**config.mk**
```make
export PLATFORM = sky130hd
export DESIGN_NAME = tawas_imem_arb
export DESIGN_NICKNAME = d
export VERILOG_FILES = /design/src/rtl/tawas_imem_arb.sv
export SDC_FILE = /design/constraint.sdc
export NUM_CORES = 1
export LEC_CHECK = 0
export CORE_AREA = 3 3 92 94
export CTS_BUF_LIST = sky130_fd_sc_hd__clkbuf_8 sky130_fd_sc_hd__clkbuf_16
export DETAILED_ROUTE_END_ITERATION = 16
export DIE_AREA = 0 0 95 97
export GPL_TIMING_DRIVEN = 0
export HOLD_SLACK_MARGIN = 0.12
export PLACE_DENSITY = 0.76
export SLEW_MARGIN = 15
export SYNTH_ARGS = -nofsm -noshare
export SYNTH_HDL_FRONTEND = slang
export SYNTH_SLANG_ARGS = --single-unit
```
**constraint.sdc**
```tcl
create_clock -name CLK -period 2.5 [get_ports CLK]
set_input_delay 0.25 -clock CLK [delete_from_list [all_inputs] [get_ports CLK]]
set_output_delay 0.25 -clock CLK [all_outputs]
set_load 0.02 [all_outputs]
```
**src/rtl/tawas_imem_arb.sv**
```systemverilog
// Instruction-memory port arbiter: the fetch unit owns the single-port RAM in run mode,
// the host steals rate-limited cycles, and owns the RAM outright while loading a program.
module tawas_imem_arb #(
   parameter int unsigned STEAL_GAP = 4
) (
   input  logic        CLK,
   input  logic        RST,
   input  logic        LOAD_MODE,
   input  logic [23:0] IADDR,
   output logic [31:0] IDATA,
   output logic        FETCH_HOLD,
   output logic        CORE_RST,
   input  logic        HOST_REQ,
   input  logic        HOST_WE,
   input  logic [23:0] HOST_ADDR,
   input  logic [31:0] HOST_WDATA,
   output logic        HOST_ACK,
   output logic [31:0] HOST_RDATA,
   output logic        RAM_CE,
   output logic        RAM_WE,
   output logic [23:0] RAM_ADDR,
   output logic [31:0] RAM_WDATA,
   input  logic [31:0] RAM_RDATA
);

   typedef enum logic [1:0] {
      ST_RUN       = 2'd0,
      ST_STEAL     = 2'd1,
      ST_LOAD      = 2'd2,
      ST_LOAD_EXIT = 2'd3
   } state_t;

   localparam logic [3:0] GAP_RELOAD = 4'(STEAL_GAP);

   state_t      state_r;
   state_t      next_state_s;
   logic [3:0]  gap_r;
   logic [1:0]  exit_cnt_r;
   logic        core_rst_r;
   logic        host_ack_r;
   logic        host_ack_s;
   logic        grant_s;
   logic        steal_s;
   logic        fetch_cycle_s;
   logic        exit_run_s;
   logic        ram_ce_s;
   logic        ram_we_s;
   logic [23:0] ram_addr_s;

   // An access in flight is dropped the moment reset is seen, so its ACK never reaches the host.
   assign host_ack_s = host_ack_r & ~RST;

   assign IDATA      = RAM_RDATA;
   assign HOST_RDATA = RAM_RDATA;
   assign HOST_ACK   = host_ack_s;
   assign CORE_RST   = core_rst_r;
   assign FETCH_HOLD = (state_r == ST_STEAL) & ~RST;
   assign RAM_CE     = ram_ce_s;
   assign RAM_WE     = ram_we_s;
   assign RAM_ADDR   = ram_addr_s;
   assign RAM_WDATA  = HOST_WDATA;

   // Next-state decode and RAM port steering between fetch and host.
   always_comb begin
      next_state_s  = state_r;
      grant_s       = 1'b0;
      steal_s       = 1'b0;
      fetch_cycle_s = 1'b0;
      exit_run_s    = 1'b0;
      ram_ce_s      = 1'b0;
      ram_addr_s    = IADDR;
      case (state_r)
         ST_RUN: begin
            ram_ce_s = 1'b1;
            if (HOST_REQ && (gap_r == 4'd0) && !host_ack_s && !RST) begin
               grant_s      = 1'b1;
               steal_s      = 1'b1;
               next_state_s = ST_STEAL;
            end else begin
               fetch_cycle_s = 1'b1;
               next_state_s  = LOAD_MODE ? ST_LOAD : ST_RUN;
            end
         end
         ST_STEAL: begin
            ram_ce_s      = 1'b1;
            fetch_cycle_s = 1'b1;
            next_state_s  = LOAD_MODE ? ST_LOAD : ST_RUN;
         end
         ST_LOAD: begin
            // Any outstanding ACK completes in this cycle, so leaving needs no extra wait.
            if (!LOAD_MODE) begin
               next_state_s = ST_LOAD_EXIT;
            end else if (HOST_REQ && !host_ack_s && !RST) begin
               grant_s      = 1'b1;
               ram_ce_s     = 1'b1;
               next_state_s = ST_LOAD;
            end else begin
               next_state_s = ST_LOAD;
            end
         end
         ST_LOAD_EXIT: begin
            if (LOAD_MODE) begin
               next_state_s = ST_LOAD;
            end else if (exit_cnt_r == 2'd2) begin
               exit_run_s   = 1'b1;
               next_state_s = ST_RUN;
            end else begin
               next_state_s = ST_LOAD_EXIT;
            end
         end
         default: begin
            next_state_s = ST_LOAD_EXIT;
         end
      endcase
      if (grant_s) begin
         ram_addr_s = HOST_ADDR;
      end else begin
         ram_addr_s = IADDR;
      end
      ram_we_s = grant_s & HOST_WE;
   end

   // State, steal-gap, core-reset and exit-counter registers.
   always_ff @(posedge CLK) begin
      if (RST) begin
         state_r    <= LOAD_MODE ? ST_LOAD : ST_LOAD_EXIT;
         core_rst_r <= 1'b1;
         host_ack_r <= 1'b0;
         gap_r      <= GAP_RELOAD;
         exit_cnt_r <= 2'd0;
      end else begin
         state_r    <= next_state_s;
         host_ack_r <= grant_s;
         if (steal_s || exit_run_s) begin
            gap_r <= GAP_RELOAD;
         end else if (fetch_cycle_s && (gap_r != 4'd0)) begin
            gap_r <= gap_r - 4'd1;
         end
         if (next_state_s == ST_LOAD) begin
            core_rst_r <= 1'b1;
         end else if (exit_run_s) begin
            core_rst_r <= 1'b0;
         end
         if ((state_r == ST_LOAD_EXIT) && (next_state_s == ST_LOAD_EXIT)) begin
            exit_cnt_r <= exit_cnt_r + 2'd1;
         end else begin
            exit_cnt_r <= 2'd0;
         end
      end
   end

endmodule

```
== Word-level counts from Yosys, hierarchy flattened ==
Index checks and enable logic that the tools add are counted.

* Register bits: 10
* Bits of input ports: 117
* Output and inout port bits: 125
* Logic and storage cells: 54

* Add/sub/neg operators: 2
* Eq/ne operators: 6
* Muxes and demuxes: 19
* Bitwise gates (word level): 5
* Reduce and logical (&&, ||, !) cells: 17

{| class="wikitable"
|+ Operators with widths
! cell !! number
|-
| 24-bit 2-to-1 mux || 1
|-
| 2-bit equality test, second input constant || 5
|-
| 2-bit 2-to-1 mux || 5
|-
| 1-bit 2-to-1 mux || 9
|-
| 2-bit case mux with 4 select lines || 1
|-
| 2-bit OR reduction || 4
|-
| 1-bit logical AND || 7
|-
| 1-bit case mux with 2 select lines || 3
|-
| 4-bit zero test || 1
|-
| 4-bit nonzero test || 1
|-
| 4-bit by 1-bit subtractor with 4-bit output, second input constant || 1
|-
| 1-bit bitwise AND || 3
|-
| 2-bit by 1-bit adder with 2-bit output, second input constant || 1
|-
| 2-bit by 1-bit equality test with 1-bit output, second input constant || 1
|-
| 1-bit zero test || 2
|-
| 2-bit zero test || 1
|-
| 1-bit inverter || 2
|-
| 1-bit logical OR || 1
|}

== Logic depth before layout (Yosys ltp) ==
Gate-level depths: netlist (run 1).

* Depth after elaboration: 11
* Gate-level depth with buffers: 6
* Depth with buffers taken out: 5

== Worst setup path before layout (run 1) ==
Ideal clock, no wire load.

* Path kind: flip-flop to output port
* From: reg gap_r[0]
* To: out RAM_ADDR[10]
* Arrival: 1.872 ns
* Data required time: 2.250 ns
* Path slack: 0.378 ns
* Cell stages (with the launch flop): 7
* Buffers on the path: 1
* Path through: dfxtp_1 -> inv_1 -> ha_1 -> or4b_1 -> a21oi_4 -> buf_12 -> mux2_4

* Word-level cells in the longest chain between the ends: 7

{| class="wikitable"
|+ RTL lines
! what !! line !! RTL
|-
| from (decl) || 37 || <nowiki>logic [3:0] gap_r;</nowiki>
|-
| from (signal assigned) || 137 || <nowiki>gap_r <= gap_r - 4'd1;</nowiki>
|-
| 4-bit zero test || 75 || <nowiki>if (HOST_REQ && (gap_r == 4'd0) && !host_ack_s && !RST) begin</nowiki>
|-
| 1-bit logical AND (3 in series) || 75 ||
|-
| 1-bit 2-to-1 mux || 75 ||
|-
| 1-bit case mux with 2 select lines || 72 || <nowiki>case (state_r)</nowiki>
|-
| 24-bit 2-to-1 mux || 115 || <nowiki>if (grant_s) begin</nowiki>
|-
| to (decl) || 21 || <nowiki>output logic [23:0] RAM_ADDR,</nowiki>
|}

Every way passes these cells.

== Worst setup path in the final report (run 1) ==
* From: reg gap_r[0]
* To: out RAM_ADDR[2]

The elaborated chain is that of the path after synthesis.

==> flow_summary_export.csv, run 1 <==
group,metric,value,unit
global_routing,grt_pass1_vias,1881,
timing,fmax,413,MHz
timing,finalCritPeriodShare,0.969,
worst_setup_path,ff2ff_path_depth,6,
finish,diodes,0,
floorplan,start_util,0.213,
route,routed_wl,6.88,mm
worst_setup_path,path_class,"register to primary output",
worst_setup_path,path_buf_inv,4,
logic_synthesis,synth_mux_area_frac,0.211,
logic_synthesis,synth_area,1650,µm²
logic_synthesis,avgSynthCellArea,8.99,µm²
logic_synthesis,synthXorXnorAreaFrac,0,
logic_synthesis,yosys.cell_types.count,33,
timing,hold_viol_final,0,
placement,place_area,3530,µm²
logic_synthesis,ys_top_cells_by_area,"buf_4 44%, mux2_4 16%, dfxtp_1 12%",
route,first_pass_iters,4,
worst_setup_path,slowest_stage,"or4b_4",
worst_setup_path,cpPeakStageDelay,0.46,ns
clock_network,htreeDepth,1,
placement,dp_hpwl,5.99,mm
global_routing,antenna_found_initial,0,
worst_setup_path,cp_common_cell,"buf_12",
clock_network,cts.sinks,10,
logic_synthesis,synth_compound_area_frac,0.0586,
hold_path,min_to,"exit_cnt_r[1]$_SDFF_PP0_",
timing,worstMarginPinSlew,0.376,ns
route,final_antenna_net_count,0,
floorplan,dieArea,9220,µm²
route,route.detailed.drc,0,
route,dr_total_vias,1809,
run,drv_cap,0,
timing,fin_crit,2.42,ns
floorplan,die_y,97,µm
logic_synthesis,synth.ff_latch_count,10,
worst_setup_path,r2r_slack,0.66,ns
finish,final_util,0.465,
floorplan,io_pins,242,
timing,whs,0.221,ns
placement,gp_congestion,0.670,
global_routing,grt_first_pass_wirelength,10.0,mm
worst_setup_path,crit_family,"buffers and inverters",
route,post_drt_wl_per_cell,14.6,µm
clock_network,cts_buffer_depth,2,
power_and_ir_drop,power.density,261,nW/µm²
logic_synthesis,synth-seq-area-share,0.122,
power_and_ir_drop,p_leak,1.60,nW
timing,timing.final.setup_violations,0,
timing,finClkSkew,0.00101,ns
global_routing,grt-ovfl-total,0,
worst_setup_path,crit_arrival,2.17,ns
hold_path,hold_class,"primary input to register",
logic_synthesis,synth_cells,183,
timing,rsz0062_at_grt,"no",
floorplan,num_rows,32,
logic_synthesis,synth_fp_nets,303,
worst_setup_path,reg2reg_to,"CORE_RST$_SDFFE_PP1P_",
worst_setup_path,reg2reg_from,"gap_r[0]$_SDFFE_PP0P_",
timing,slew_viol_final,0,
clock_network,cts_buffers,3,
clock_network,clock_tree.root_cell,"clkbuf_8",
placement,post-place-ws,-0.483,ns
clock_network,path_clk_slew,0.05,ns
clock_network,cts_tree,"done",
logic_synthesis,yosysWarnings,0,
placement,placedCellCount,461,
finish,final_layout_size_suffix_gt1_frac,0.455,
floorplan,die_x,95,µm
power_and_ir_drop,p_total,0.939,mW
finish,fin_nets,491,
route,drt_iter0_drc,21,
hold_path,whs_path_depth,2,
route,viasPerCell,3.84,
finish,area_delta_synth_final,118,%
global_routing,grt_usage,0.138,
global_routing,grt_max_degree,11,
floorplan,coreArea,7730,µm²
worst_setup_path,cp-start-kind,"register",
clock_network,clock_latency,0.23,ns
finish,nFillCells,719,
worst_setup_path,path_cells,"inv_2 -> ha_4 -> or4b_4 -> a21oi_4 -> buf_12 -> buf_12 -> mux2_2 -> buf_4",
timing,setup_ws,0.0775,ns
logic_synthesis,synth_adder_area_share,0.0228,
logic_synthesis,yosysTopAreaCell,"buf_4",
placement,numPortBuffers,176,
clock_network,hold_buffers,0,
worst_setup_path,crit_fanout,6,
logic_synthesis,synthSimpleGateAreaFrac,0.0958,
finish,stdcell_area,3590,µm²
finish,fin_cells,471,
timing,finalSetupTns,0,ns
outcome,status,"completed",
worst_setup_path,worstPathRequired,2.25,ns
hold_path,hold_path.startpoint,"RST",
logic_synthesis,netlist.area_leader.share,0.438,
worst_setup_path,endpoint_kind,"primary output",
timing,slew-limit-headroom,0.749,
power_and_ir_drop,ir_drop,0.000202,V
logic_synthesis,synth_top_family_by_area,"buffers and inverters",
how the worst max path moves through the flow:
stage                    to             startpoint  slack [ns]  cells past startpoint
2_1_floorplan  RAM_ADDR[10]  gap_r[0]$_SDFFE_PP0P_        0.38                      6
3_3_place_gp    RAM_ADDR[8]               HOST_REQ       -0.48                      7
3_5_place_dp    RAM_ADDR[8]               HOST_REQ       -0.48                      7
4_1_cts         RAM_ADDR[4]  gap_r[0]$_SDFFE_PP0P_        0.03                      8
5_1_grt         RAM_ADDR[2]  gap_r[0]$_SDFFE_PP0P_       0.002                      8
6_report        RAM_ADDR[2]  gap_r[0]$_SDFFE_PP0P_        0.08                      8
sequential cells by signal (all words and copies together) (netlist names):
register and cells:
state_r 2, exit_cnt_r 2, host_ack_r 1, CORE_RST 1
gap_r 4
cell usage after synthesis:
| library cell | count |
|---|---|
| inv_1 | 5 |
| ha_1 | 3 |
| or4b_1 | 1 |
| mux2_2 | 6 |
| nand3_1 | 3 |
| or4b_4 | 1 |
| nor2_1 | 4 |
| dfxtp_1 | 10 |
| a21o_1 | 1 |
| a21oi_4 | 1 |
| o21ai_0 | 3 |
| o311a_1 | 1 |
| nor4_1 | 3 |
| or4_1 | 1 |
| nand3b_1 | 1 |
| o21bai_1 | 1 |
| a21oi_1 | 3 |
| mux2i_1 | 1 |
| and2_1 | 1 |
| a22oi_1 | 1 |
| buf_6 | 2 |
| or3b_2 | 1 |
| nand2_1 | 5 |
| clkbuf_1 | 1 |
| a311oi_1 | 1 |
| a2bb2oi_1 | 1 |
| nor3b_1 | 2 |
| and2b_2 | 1 |
| buf_4 | 96 |
| nand2b_1 | 1 |
| mux2_4 | 18 |
| buf_12 | 2 |
| nor2b_1 | 1 |
per-layer routing:
layer  track usage  routed length [µm]
met1         0.121                2050
met2         0.294                4010
met3        0.0412                 777
met4        0.0233                  37
met5             0                   0
cells in the final DEF (no fill, tap or decap), types with 3 or more instances in the layout:
master / synthesis / final
o21ai_0: 3 / 3
inv_1: 5 / 3
mux2_4: 18 / 18
nor4_1: 3 / 3
nor2_1: 4 / 4
a21oi_1: 3 / 3
clkdlybuf4s50_1: 0 / 151
nand2_1: 5 / 5
dfxtp_1: 10 / 8
buf_6: 2 / 5
clkbuf_8: 0 / 3
buf_2: 0 / 19
buf_12: 2 / 4
mux2_2: 6 / 6
nand3_1: 3 / 3
buf_4: 96 / 102
power breakdown:
| part | switching [mW] | internal, mW | total, mW |
|---|---|---|---|
| clock network | 0.0595 | 0.105 | 0.165 |
| logic | 0.240 | 0.368 | 0.608 |
| registers | 0.00334 | 0.163 | 0.167 |
| total | 0.303 | 0.636 | 0.939 |
cell type report:
cell class | instances | area (µm²) | share of cell area
repair buffers | 184 | 1770 | 0.493
plain buffers | 100 | 776 | 0.216
multi-input cells | 67 | 656 | 0.182
flip-flops and latches | 10 | 203 | 0.0564
well taps | 102 | 128 | 0.0355
clock buffers | 3 | 41.3 | 0.0115
inverters | 5 | 18.8 | 0.00522
kinds of logic after synthesis:
family | after synthesis
AO/OA/AOI/OAI | 13
AND/OR/NAND/NOR | 26
multiplexers | 25
buffers and inverters | 106
adder cells (fa/ha/maj) | 3
flip-flops | 10
repair_timing:
action,4_1_cts,5_1_grt
gates cloned,1,0
buffers inserted,6,1
resized for setup,107,11
endpoints found under the setup margin,25,25
pin swaps,2,1
worst reg2reg max path: cells and delay by family, from the launching register on:
| kind | cells | cell delay (ns) |
|---|---|---|
| AO/OA/AOI/OAI | 1 | 0.15 |
| adder cells (fa/ha/maj) | 1 | 0.13 |
| buffers and inverters | 2 | 0.18 |
| flip-flops | 1 | 0.32 |
| AND/OR/NAND/NOR | 2 | 0.95 |
Note: power is estimated with default switching activity, not from simulation.
==> run 2, diff against run 1 <==
--- a/config.mk
+++ b/config.mk
@@ -9,7 +9,6 @@
 export CTS_BUF_LIST = sky130_fd_sc_hd__clkbuf_8 sky130_fd_sc_hd__clkbuf_16
 export DETAILED_ROUTE_END_ITERATION = 16
 export DIE_AREA = 0 0 95 97
-export GPL_TIMING_DRIVEN = 0
 export HOLD_SLACK_MARGIN = 0.12
 export PLACE_DENSITY = 0.76
 export SLEW_MARGIN = 15
==> run 2 against run 1 <==
  * Total power shrank 36%
  * First-iteration DRC count fell by 9.5%
  * Final cell count is 39% lower
  * Register-to-register slack improved by 0.02 ns
  * Non-clock buffer count down 185
  * Flip-flop and latch count is the same
  * Routed wire length shrank 25%
  * Largest power group unchanged
  * Highest routed layer unchanged
==> flow_summary_export.csv, run 2 (synthesis gave the netlist of run 1 again) <==
group,metric,value,unit
worst_setup_path,cp-start-kind,"register",
timing,hold_viol_final,0,
route,post_drt_wl_per_cell,18.0,µm
worst_setup_path,crit_arrival,2.19,ns
worst_setup_path,cp-startpoint,"gap_r[1]$_SDFFE_PP0P_",
finish,top_register,"gap_r",
timing,timing.final.setup_violations,0,
route,first_pass_iters,4,
placement,placedCellCount,278,
worst_setup_path,crit_end,"RAM_ADDR[2]",
global_routing,antenna_found_initial,0,
floorplan,start_util,0.213,
worst_setup_path,reg2reg_from,"gap_r[1]$_SDFFE_PP0P_",
placement,dp_hpwl,4.07,mm
floorplan,dieArea,9220,µm²
global_routing,grt_pass1_vias,1075,
clock_network,cts.sinks,10,
finish,largest_register_ff_count,4,
floorplan,die_y,97,µm
power_and_ir_drop,power.density,309,nW/µm²
timing,fmax,410,MHz
power_and_ir_drop,p_total,0.605,mW
finish,diodes,0,
placement,numPortBuffers,81,
route,final_antenna_net_count,0,
timing,fin_crit,2.44,ns
worst_setup_path,worstPathRequired,2.25,ns
route,routed_wl,5.16,mm
global_routing,grt_first_pass_wirelength,6.39,mm
clock_network,htreeDepth,1,
floorplan,die_x,95,µm
run,drv_cap,0,
clock_network,cts_buffer_depth,2,
timing,finalCritPeriodShare,0.976,
timing,finClkSkew,0.00170,ns
global_routing,grt_usage,0.0941,
route,viasPerCell,3.87,
timing,slew-limit-headroom,0.764,
floorplan,io_pins,242,
timing,worstMarginPinSlew,0.351,ns
floorplan,coreArea,7730,µm²
finish,fin_nets,306,
route,drt_iter0_drc,19,
clock_network,hold_buffers,0,
route,dr_total_vias,1111,
clock_network,cts_buffers,3,
worst_setup_path,crit_fanout,7,
floorplan,num_rows,32,
clock_network,clock_latency,0.24,ns
worst_setup_path,endpoint_kind,"primary output",
hold_path,hold_class,"register to register",
clock_network,clock_tree.root_cell,"clkbuf_8",
finish,final_layout_size_suffix_gt1_frac,0.432,
worst_setup_path,r2r_slack,0.68,ns
finish,fin_cells,287,
timing,slew_viol_final,0,
global_routing,grt_max_degree,27,
outcome,status,"completed",
clock_network,path_clk_slew,0.05,ns
finish,final_cell_mix,"55 x clkdlybuf4s50_1, 22 x buf_2, 18 x mux2_4",
finish,largest_registers,"gap_r: 4 flops, exit_cnt_r: 2 flops, state_r: 2 flops",
route,route.detailed.drc,0,
power_and_ir_drop,ir_drop,0.000176,V
worst_setup_path,path_class,"register to primary output",
worst_setup_path,ff2ff_path_depth,6,
placement,gp_congestion,0.658,
power_and_ir_drop,p_leak,0.804,nW
worst_setup_path,reg2reg_to,"CORE_RST$_SDFFE_PP1P_",
finish,area_delta_synth_final,19.1,%
finish,nFillCells,821,
clock_network,cts_tree,"done",
finish,layout_commonest_cell,"clkdlybuf4s50_1",
global_routing,grt-ovfl-total,0,
## run 2: cell count changes in the layout (fill, tap and decap cells not counted), sizes merged
cell,before,now
clkdlybuf4s50,151,55
buf,131,40
clkbuf,4,6
dlygate4sd2,1,2
## run 2: stage by stage
stage	area, µm²	setup TNS, ns	utilization	worst slack [ns]	hold WS [ns]
detailed placement	1910	-5.32	0.247	-0.258	0.412
floorplan	1650	0	-	0.378	0.364
CTS	1930	-0.0471	0.250	-0.0471	0.419
finish	1960	0	0.254	0.0593	0.417
global route	1960	-0.0183	0.254	-0.00649	0.431
global placement	1910	-4.72	0.247	-0.222	0.405
## run 2: repair_timing
item | in CTS | in global routing
pin swaps | 0 | 2
endpoints found under the setup margin | 26 | 19
gates resized for setup | 85 | 24
cloned | 0 | 3
setup buffers | 0 | 2
## run 2: worst min path at each step
stage	startpoint	end	cells after the start
global route	exit_cnt_r[0]$_SDFF_PP0_	exit_cnt_r[0]$_SDFF_PP0_	1
global placement	exit_cnt_r[0]$_SDFF_PP0_	exit_cnt_r[0]$_SDFF_PP0_	1
finish	exit_cnt_r[0]$_SDFF_PP0_	exit_cnt_r[0]$_SDFF_PP0_	1
floorplan	LOAD_MODE	state_r[0]$_DFF_P_	1
detailed placement	exit_cnt_r[0]$_SDFF_PP0_	exit_cnt_r[0]$_SDFF_PP0_	1
CTS	exit_cnt_r[0]$_SDFF_PP0_	exit_cnt_r[0]$_SDFF_PP0_	1
## run 2: layout make-up
type,count,area (µm²),area share
Clock buffer,4,55.1,0.0281
Inverter,5,18.8,0.00958
Multi-Input combinational cell,67,656,0.335
Sequential cell,10,203,0.103
Timing Repair Buffer,99,900,0.459
Tap cell,102,128,0.0651
## run 2: power breakdown
part / internal (mW) / switching [mW]
logic: 0.144 / 0.0907
clock network: 0.139 / 0.0678
registers: 0.163 / 0.00147
total: 0.445 / 0.160
## run 2: critical path, cell delays in order (launching register included)
cell,delay (ns)
dfxtp_2,0.32
inv_2,0.07
ha_4,0.13
or4b_4,0.47
a21oi_4,0.19
buf_12,0.14
clkbuf_16,0.15
mux2_2,0.33
buf_2,0.16
## run 2: layer usage
| layer | part of all wire | vias up | GRT usage |
|---|---|---|---|
| met4 | 0.013 | 0 | 0.0411 |
| li1 | - | 513 | - |
| met2 | 0.53 | 99 | 0.176 |
| met3 | 0.15 | 5 | 0.0513 |
| met1 | 0.30 | 494 | 0.0790 |
| met5 | 0 | - | 0 |
==> run 3, diff against run 2 <==
--- a/config.mk
+++ b/config.mk
@@ -11,6 +11,7 @@
 export DIE_AREA = 0 0 95 97
 export HOLD_SLACK_MARGIN = 0.12
 export PLACE_DENSITY = 0.76
+export REMOVE_ABC_BUFFERS = 1
 export SLEW_MARGIN = 15
 export SYNTH_ARGS = -nofsm -noshare
 export SYNTH_HDL_FRONTEND = slang
==> run 3 against run 2 <==
  * Worst setup slack lost 0.057 ns
  * Combinational power grew 12%
  * Clock-buffer cell count shrank 1
  * Clock skew is essentially flat
  * Final area grew 6.5%
  * Die area is the same
  * Global-route usage grew 15 points
  * Critical endpoint is now RAM_ADDR[6]
  * Clock power shrank 21%
  * Critical path depth is the same
  * Register-to-register slack gained 0.03 ns
  * Via count grew 18%
==> flow_summary_export.csv, run 3 (synthesis gave the netlist of run 1 again) <==
group,metric,value,unit
outcome,status,"completed",
route,route.detailed.drc,0,
route,drt_iter0_drc,43,
timing,slew-limit-headroom,0.744,
placement,place_area,1920,µm²
worst_setup_path,endpoint_kind,"primary output",
floorplan,coreArea,7730,µm²
global_routing,grt_max_degree,16,
power_and_ir_drop,p_int,0.435,mW
route,final_antenna_net_count,0,
worst_setup_path,path_class,"register to primary output",
floorplan,die_y,97,µm
timing,setup_ws,0.00186,ns
clock_network,cts_buffer_depth,2,
worst_setup_path,slowest_stage,"or4b_4",
power_and_ir_drop,p_sw,0.156,mW
power_and_ir_drop,p_total,0.591,mW
worst_setup_path,reg2reg_from,"host_ack_r$_SDFF_PP0_",
global_routing,grt_pass1_vias,1402,
worst_setup_path,ff2ff_path_depth,4,
placement,numPortBuffers,81,
placement,placedCellCount,278,
global_routing,grt-ovfl-total,0,
finish,fin_nets,309,
clock_network,hold_buffers,0,
timing,rsz0062_at_grt,"yes",
clock_network,cts.sinks,10,
route,first_pass_iters,4,
worst_setup_path,reg2reg_to,"CORE_RST$_SDFFE_PP1P_",
route,post_drt_wl_per_cell,40.4,µm
floorplan,start_util,0.213,
finish,final_cell_mix,"55 x clkdlybuf4s50_1, 20 x mux2_4, 20 x buf_6",
timing,hold_viol_final,0,
clock_network,htreeDepth,1,
route,routed_wl,11.7,mm
timing,finalSetupTns,0,ns
worst_setup_path,crit_arrival,2.25,ns
clock_network,clock_tree.root_cell,"clkbuf_8",
worst_setup_path,crit_fanout,6,
clock_network,path_clk_slew,0.05,ns
worst_setup_path,cpPeakStageDelay,0.48,ns
worst_setup_path,cp-start-kind,"register",
worst_setup_path,cp_common_cell,"buf_12",
clock_network,clock_latency,0.23,ns
route,viasPerCell,4.53,
run,drv_cap,0,
power_and_ir_drop,p_leak,0.855,nW
worst_setup_path,path_cells,"inv_2 -> ha_4 -> or4b_4 -> a21oi_4 -> buf_12 -> buf_12 -> mux2_4 -> buf_6",
finish,fin_cells,289,
floorplan,die_x,95,µm
global_routing,grt_first_pass_wirelength,14.1,mm
finish,top_register,"gap_r",
floorplan,num_rows,32,
timing,fmax,400,MHz
worst_setup_path,r2r_slack,0.71,ns
finish,largest_registers,"gap_r: 4 flops, exit_cnt_r: 2 flops, state_r: 2 flops",
timing,worstMarginPinSlew,0.384,ns
power_and_ir_drop,power.share.clock,0.275,
power_and_ir_drop,power.density,283,nW/µm²
placement,gp_congestion,0.826,
finish,layout_commonest_cell,"clkdlybuf4s50_1",
timing,timing.final.setup_violations,0,
finish,area_delta_synth_final,26.8,%
finish,final_util,0.270,
timing,slew_viol_final,0,
hold_path,hold_class,"register to register",
power_and_ir_drop,sw_frac_of_total,0.264,
finish,diodes,0,
worst_setup_path,worstPathRequired,2.25,ns
timing,fin_crit,2.50,ns
power_and_ir_drop,combPwrFrac,0.445,
placement,post-place-ws,-0.261,ns
floorplan,io_pins,242,
floorplan,dieArea,9220,µm²
route,dr_total_vias,1310,
hold_path,hold_path.startpoint,"exit_cnt_r[0]$_SDFF_PP0_",
finish,stdcell_area,2090,µm²
finish,multi_input_area,663,µm²
timing,whs,0.419,ns
global_routing,grt_usage,0.243,
finish,nFillCells,817,
finish,largest_register_ff_count,4,
worst_setup_path,crit_end,"RAM_ADDR[6]",
timing,finalCritPeriodShare,0.999,
power_and_ir_drop,p_seq_frac,0.280,
clock_network,cts_buffers,3,
worst_setup_path,cp-startpoint,"gap_r[1]$_SDFFE_PP0P_",
global_routing,antenna_found_initial,0,
finish,seq_area,201,µm²
power_and_ir_drop,ir_drop,0.000194,V
timing,finClkSkew,0.00142,ns
finish,final_layout_size_suffix_gt1_frac,0.439,
placement,dp_hpwl,10.7,mm
clock_network,cts_tree,"done",
## run 3: worst max-delay path, delay by kind of cell, from the launching register on
family	cells	cell delay [ns]
buffers and inverters	4	0.49
AND/OR/NAND/NOR	1	0.48
flip-flops	1	0.32
multiplexers	1	0.32
AO/OA/AOI/OAI	1	0.27
adder cells (fa/ha/maj)	1	0.15
## run 3: worst min-delay path by stage
stage / end / slack, ns / cells past startpoint
after floorplan: exit_cnt_r[0]$_SDFF_PP0_ / 0.33 / 1
after global placement: exit_cnt_r[0]$_SDFF_PP0_ / 0.41 / 1
after detailed placement: exit_cnt_r[0]$_SDFF_PP0_ / 0.42 / 1
after CTS: exit_cnt_r[0]$_SDFF_PP0_ / 0.43 / 1
after global routing: exit_cnt_r[0]$_SDFF_PP0_ / 0.45 / 1
final: exit_cnt_r[0]$_SDFF_PP0_ / 0.42 / 1
## run 3: per-layer routing
metal,part of all wire,vias to the layer above,global-route usage
li1,-,517,-
met1,0.15,528,0.108
met2,0.50,237,0.431
met3,0.29,28,0.315
met4,0.053,0,0.121
met5,0,-,0.00595
## run 3: area by class of cell
type                       instances  share of cell area
multi-input combinational         67               0.318
sequential                        10              0.0965
timing repair buffer             102               0.496
tap                              102              0.0612
inverter                           5             0.00899
clock buffer                       3              0.0198
## run 3: what timing repair did
item / in CTS / in global routing
pin swaps: 1 / 2
resized for setup: 102 / 52
setup endpoints to repair: 26 / 17
cloned: 1 / 1
buffers inserted: 1 / 5
## run 3: power groups by stage
stage,clock network (mW),registers (mW),logic (mW)
CTS,0.168,0.165,0.232
global route,0.179,0.165,0.277
global placement,0,0.168,0.247
floorplan,0,0.169,0.0925
finish,0.163,0.165,0.263
detailed placement,0,0.168,0.249
